`config.mk`:
```
export PLATFORM = sky130hd
export DESIGN_NAME = mem_port_arbiter
export DESIGN_NICKNAME = d
export VERILOG_FILES = /design/src/rtl/mem_port_arbiter.sv
export SDC_FILE = /design/constraint.sdc
export NUM_CORES = 1
export LEC_CHECK = 0
export CAP_MARGIN = 20
export CORE_ASPECT_RATIO = 0.9
export CORE_MARGIN = 5
export CORE_UTILIZATION = 41
export DETAILED_ROUTE_END_ITERATION = 8
export GPL_ROUTABILITY_DRIVEN = 0
export HOLD_SLACK_MARGIN = 0.15
export PLACE_DENSITY = 0.88
export SYNTH_ARGS = -nofsm -noshare
export SYNTH_HDL_FRONTEND = slang
export SYNTH_SLANG_ARGS = --single-unit
```
`constraint.sdc`:
```
create_clock -name Clk -period 5 [get_ports Clk]
set_clock_uncertainty 0.05 [all_clocks]
set_input_delay 0.75 -clock Clk [delete_from_list [all_inputs] [get_ports Clk]]
set_output_delay 0.75 -clock Clk [all_outputs]
set_load 0.05 [all_outputs]
```
`src/rtl/mem_port_arbiter.sv`:
```
// Round-robin arbiter sharing one fixed-latency single-ported memory between IF and DM.
// Optional contention counter built only when ARB_PERF_CNT_EN is defined.
module mem_port_arbiter #(
    parameter int ADDR_W      = 32,
    parameter int DATA_W      = 32,
    parameter int WAIT_CYCLES = 2
) (
    input  logic              Clk,
    input  logic              Rst,
    input  logic              if_req,
    input  logic [ADDR_W-1:0] if_addr,
    output logic              if_done,
    output logic [DATA_W-1:0] if_rdata,
    input  logic              dm_req,
    input  logic              dm_we,
    input  logic [ADDR_W-1:0] dm_addr,
    input  logic [DATA_W-1:0] dm_wdata,
    output logic              dm_done,
    output logic [DATA_W-1:0] dm_rdata,
    output logic              mem_sel,
    output logic              mem_en,
    output logic              mem_we,
    output logic [ADDR_W-1:0] mem_addr,
    output logic [DATA_W-1:0] mem_wdata,
    input  logic [DATA_W-1:0] mem_rdata,
    output logic [15:0]       contention_cnt
);

    localparam int WAIT_EFF = (WAIT_CYCLES < 1) ? 1 : ((WAIT_CYCLES > 15) ? 15 : WAIT_CYCLES);
    localparam logic [3:0] CNT_LOAD = 4'(WAIT_EFF - 1);

    typedef enum logic [1:0] {
        IDLE    = 2'd0,
        BUSY_IF = 2'd1,
        BUSY_DM = 2'd2
    } state_t;

    state_t            state_q, state_d;
    logic              sel_q, sel_d;
    logic              en_q, en_d;
    logic              we_q, we_d;
    logic [ADDR_W-1:0] addr_q, addr_d;
    logic [DATA_W-1:0] wdata_q, wdata_d;
    logic [3:0]        cnt_q, cnt_d;
    logic              last_dm_q, last_dm_d;
    logic [DATA_W-1:0] if_rdata_q, dm_rdata_q;
    logic              grant_if_s, grant_dm_s, final_s;

    // Under contention the requester that did not win last time is served.
    assign grant_dm_s = (state_q == IDLE) && dm_req && (!if_req || !last_dm_q);
    assign grant_if_s = (state_q == IDLE) && if_req && (!dm_req || last_dm_q);
    assign final_s    = (cnt_q == 4'd0);

    assign if_done   = (state_q == BUSY_IF) && final_s;
    assign dm_done   = (state_q == BUSY_DM) && final_s;
    assign if_rdata  = if_done ? mem_rdata : if_rdata_q;
    assign dm_rdata  = dm_done ? mem_rdata : dm_rdata_q;
    assign mem_sel   = sel_q;
    assign mem_en    = en_q;
    assign mem_we    = we_q;
    assign mem_addr  = addr_q;
    assign mem_wdata = wdata_q;

    // Next-state and next-output computation for the access FSM
    always_comb begin
        state_d   = state_q;
        sel_d     = sel_q;
        en_d      = en_q;
        we_d      = we_q;
        addr_d    = addr_q;
        wdata_d   = wdata_q;
        cnt_d     = cnt_q;
        last_dm_d = last_dm_q;
        case (state_q)
            IDLE: begin
                if (grant_dm_s) begin
                    state_d   = BUSY_DM;
                    sel_d     = 1'b1;
                    en_d      = 1'b1;
                    we_d      = dm_we;
                    addr_d    = dm_addr;
                    wdata_d   = dm_wdata;
                    cnt_d     = CNT_LOAD;
                    last_dm_d = 1'b1;
                end else if (grant_if_s) begin
                    state_d   = BUSY_IF;
                    sel_d     = 1'b0;
                    en_d      = 1'b1;
                    we_d      = 1'b0;
                    addr_d    = if_addr;
                    wdata_d   = '0;
                    cnt_d     = CNT_LOAD;
                    last_dm_d = 1'b0;
                end else begin
                    state_d = IDLE;
                end
            end
            BUSY_IF, BUSY_DM: begin
                if (final_s) begin
                    state_d = IDLE;
                    en_d    = 1'b0;
                    we_d    = 1'b0;
                end else begin
                    cnt_d = cnt_q - 4'd1;
                end
            end
            default: begin
                state_d = IDLE;
                en_d    = 1'b0;
                we_d    = 1'b0;
            end
        endcase
    end

    // FSM state and registered memory-side outputs
    always_ff @(posedge Clk or posedge Rst) begin
        if (Rst) begin
            state_q   <= IDLE;
            sel_q     <= 1'b0;
            en_q      <= 1'b0;
            we_q      <= 1'b0;
            addr_q    <= '0;
            wdata_q   <= '0;
            cnt_q     <= 4'd0;
            last_dm_q <= 1'b0;
        end else begin
            state_q   <= state_d;
            sel_q     <= sel_d;
            en_q      <= en_d;
            we_q      <= we_d;
            addr_q    <= addr_d;
            wdata_q   <= wdata_d;
            cnt_q     <= cnt_d;
            last_dm_q <= last_dm_d;
        end
    end

    // Hold the last read data so the rdata outputs stay stable between accesses
    always_ff @(posedge Clk or posedge Rst) begin
        if (Rst) begin
            if_rdata_q <= '0;
            dm_rdata_q <= '0;
        end else begin
            if (if_done) begin
                if_rdata_q <= mem_rdata;
            end
            if (dm_done) begin
                dm_rdata_q <= mem_rdata;
            end
        end
    end

`ifdef ARB_PERF_CNT_EN
    logic [15:0] perf_q;
    logic        own_if_s, own_dm_s, waiting_s;

    assign own_if_s       = (state_q == BUSY_IF) || grant_if_s;
    assign own_dm_s       = (state_q == BUSY_DM) || grant_dm_s;
    assign waiting_s      = (if_req && !own_if_s) || (dm_req && !own_dm_s);
    assign contention_cnt = perf_q;

    // Saturating count of cycles in which some request is kept waiting
    always_ff @(posedge Clk or posedge Rst) begin
        if (Rst) begin
            perf_q <= 16'h0000;
        end else if (waiting_s && (perf_q != 16'hFFFF)) begin
            perf_q <= perf_q + 16'h0001;
        end
    end
`else
    assign contention_cnt = 16'h0000;
`endif

endmodule

```
### Yosys cells after proc, flatten, opt, wreduce, memory -nomap -nowiden

Cells that the tools add are included.

* register bits: 137
* input bits: 133
* output and inout bits: 149
* logic and storage cells: 56

* add/sub/neg operators: 1
* equality and inequality tests: 5
* multiplexer cells: 22
* reduce and logical (&&, ||, !) cells: 19

Operators with widths (count)
* $mux W32: 6
* $mux W4: 3
* $pmux W4 S2: 1
* $mux W1: 7
* $logic_and A1 B1 Y1: 6
* $logic_not A4 Y1: 1
* $mux W2: 2
* $ne A2 B2 Y1 const B: 2
* $pmux W1 S2: 2
* $pmux W2 S2: 1
* $reduce_and A2 Y1: 2
* $reduce_bool A2 Y1: 2
* $sub A4 B1 Y4 const B: 1
* $logic_not A1 Y1: 3
* $ne A3 B3 Y1 const B: 1
* $reduce_and A3 Y1: 1
* $eq A2 B1 Y1 const B: 1
* $eq A2 B2 Y1 const B: 1
* $logic_not A2 Y1: 1
* $logic_or A1 B1 Y1: 2
* $reduce_or A2 Y1: 1

### Depth between registers and ports, before layout

* word-level depth: 6
* mapped depth: 9
* mapped depth without buffers: 6

### Worst setup path after synthesis

OpenSTA, ideal clock, no wires.

* path kind: register to output
* from: register cnt_q[0]
* to: output dm_rdata[22]
* arrival time: 1.681 ns
* slack: 2.519 ns
* stages on the path, launching flop included: 8
* path buffers: 2
* cell sequence: dfrtp_1 inv_1 ha_1 nor3b_2 and2_1 buf_6 buf_8 mux2_4

* word-level cells in the longest chain between the ends: 3

Ends and longest elaborated chain
* start, declared: line 44 `logic [3:0] cnt_q, cnt_d;`
* start signal, assigned: line 133 `cnt_q <= cnt_d;`
* $logic_not A4 Y1: line 52 `assign final_s = (cnt_q == 4'd0);`
* $logic_and A1 B1 Y1: line 55 `assign dm_done = (state_q == BUSY_DM) && final_s;`
* named net dm_done: line 18 `output logic dm_done,`
* $mux W32
* end, declared: line 19 `output logic [DATA_W-1:0] dm_rdata,`

The timed path passes the listed nets, and every way through them passes these cells.

### Final worst setup path

* from: register cnt_q[0]
* to: output dm_rdata[13]

* word-level cells in the longest chain between the ends: 3

Ends and longest elaborated chain (line)
* $logic_not A4 Y1: 52
* $logic_and A1 B1 Y1: 55
* $mux W32

No other way between the ends.

==> results by group <==
Min path
  • Worst hold path type: reg2reg
  • Min-delay src: mem_addr[17]
  • Hold path cells: 2

Critical path
  • Flop-to-flop setup slack: 2150 ps
  • Crit path kind: reg2out
  • Crit path max fanout: 33
  • RR Startpoint: state_q[1]
  • Critical path origin: cnt_q[0]
  • Crit path DAT: 3460 ps
  • Worst Path Required: 4200 ps
  • CP Capture Type: output pin
  • Setup crit start kind: flop
  • Setup crit end: dm_rdata[13]
  • Worst reg2reg path depth: 7
  • Reg2reg end: mem_wdata[4]

Drt
  • Vias: 4395
  • DRT antenna net count: 0
  • 1st-pass router iterations: 4
  • WL final: 17.25 mm
  • DRC viols: 0
  • Starting DRT DRC Count: 162
  • WL/cell: 19.25 microns
  • DR vias/cell: 4.905

Placement
  • Buffers on Ports: 265
  • Placed cell count: 863
  • Final HPWL DP: 12.61 mm

CTS
  • CTS tree: done
  • CTS HTree Levels: 4
  • Clock Sinks: 137
  • Post-CTS sizing: 0
  • Clock Latency Late Sink: 420 ps
  • Clk root buf: clkbuf_16
  • Clock transition at path regs: 60 ps
  • Clk buf depth: 2
  • CTS Hold Bufs: 0
  • CTS Buf Count: 17
  • Setup bufs post-CTS: 0

Global routing
  • Vias in the first global route: 5008
  • Global route overflow: 0
  • Largest net degree at the start of global routing: 109
  • First-pass GRT wire length: 26.74 mm
  • Tot GR Track Use: 20.14%
  • Initial antenna violation count: 0

Timing
  • Rel. slew slack: 23.43%
  • F_max: 235.0 MHz
  • Setup violators final: 0
  • Post-route setup TNS: 0 ps
  • Slew Viols, Final: 0
  • Hold Vio Cnt, Final: 0
  • Final period util: 85.12%
  • Clock period minus worst slack: 4256 ps
  • Hold_ws: 428.4 ps
  • Worst-Margin Slew: 1149 ps
  • RSZ-0062 raised after global routing: no

Die
  • Starting density of the core: 42.27%
  • Chip width: 137.4 microns
  • Core region area: 14160 sq um
  • Die height: 124.6 microns
  • FP Rows: 41
  • # IOs: 282
  • Die footprint: 17120 sq um

Synth
  • Register area share after synthesis: 57.29%
  • Syn Std Cell Area: 5984 sq um
  • Yosys top cell area share: 57.29%
  • Number of enable flip-flop cells after synthesis: 0
  • Netlist cell types: 38
  • Synth Instances: 428
  • Main flop type after synthesis: dfrtp_1
  • Yosys warning total: 0
  • Avg Cell Area, Syn: 13.98 sq um
  • Ys async rst share: 100.0%
  • Area leader, netlist: dfrtp_1
  • #FFs+latches synth: 137
  • Cells taking the most area after synthesis: dfrtp_1 (57%), mux2_4 (15%), mux2i_1 (5.5%), a22o_1 (4.7%), buf_4 (2.8%)

Power and ir drop
  • Leak Pwr: 0.004072 uW
  • Pwr/cell area: 844.5 nW/um^2
  • Peak supply drop: 0.4022 mV

Layout
  • Commonest non-fill, non-tap cell in the layout: clkdlybuf4s50_1
  • Number of fill cells in the layout: 1043
  • Final core occ: 66.02%
  • Fin nets: 828
  • Diode count: 0
  • Post-Layout Cell Count: 896
  • Most frequent cells in the layout: clkdlybuf4s50_1 (265), dfrtp_1 (137), mux2_4 (58)
  • Layout cell share with drive strength beyond 1: 16.07%
  • Area Overhead vs Synth: 56.20%

Status
  • Status: finished clean

Job
  • Max-cap violations: 0
Yosys cell counts (all sizes together), types with 2 or more instances:
library cell  number
clkbuf             7
mux2              64
a22o              32
and2               4
mux2i             33
nand2             37
ha                 5
nor2               3
nand3              2
dfrtp            137
o21ai             44
buf               37
inv                7
worst min path at each step:
stage,endpoint,slack (ps)
after floorplan,cnt_q[2],460
after global placement,mem_addr[16],410
after detailed placement,mem_addr[15],420
after CTS,mem_addr[17],430
after global routing,if_rdata_q[31],450
final,mem_addr[17],430
metrics by stage:
stage	setup slack (ps)	instance area [sq um]	power (uW)
2_1_floorplan	532.2	6041	5041
3_3_place_gp	1371	8637	6331
3_5_place_dp	1207	8637	6460
4_1_cts	725.7	9320	7955
5_1_grt	570.3	9348	8221
6_report	744.2	9348	7894
kinds of logic after synthesis:
logic type / after synthesis / synth area share [%]
other: 1 / 0.06266
buffers and inverters: 51 / 6.419
AOI/OAI and AO/OA: 83 / 9.534
DFF: 137 / 57.29
and+or+nand+nor: 54 / 4.453
adders and majority gates: 5 / 1.045
muxes: 97 / 21.20
final cells by class:
type / count / area, sq um / area share [%]
inverter: 7 / 31.28 / 0.3346
tap: 193 / 241.5 / 2.583
sequential: 137 / 3428 / 36.68
clock inverter: 14 / 244.0 / 2.610
timing repair buffer: 272 / 2725 / 29.15
multi-input combinational: 255 / 2238 / 23.95
clock buffer: 18 / 439.2 / 4.698
report_power, final:
part / total [uW] / internal, uW / leakage [uW] / switching (uW)
Sequential: 1890 / 1640 / 0.00170 / 256
Clock: 1440 / 953 / 0.000327 / 487
Combinational: 4560 / 1650 / 0.00204 / 2920
Total: 7890 / 4240 / 0.00407 / 3660
per-layer routing:
metal,global-route usage [%],wire [microns]
met4,7.512,436
met1,21.38,6277
met3,7.149,1414
met5,0,0
met2,36.14,9122
critical path, stage by stage, from the launching register on:
cell and delay, ps:
dfrtp_1 410, inv_1 110, ha_1 200, nor3b_2 200, and2_2 920, mux2_4 330
clkdlybuf4s50_1 810
flip-flops by register name, summed over array words and instances, names as in the netlist:
register	cells
dm_rdata_q	32
if_rdata_q	32
mem_addr	32
mem_wdata	32
cnt_q	4
state_q	2
last_dm_q	1
mem_en	1
mem_we	1
Power figures use the tool's default switching activity.
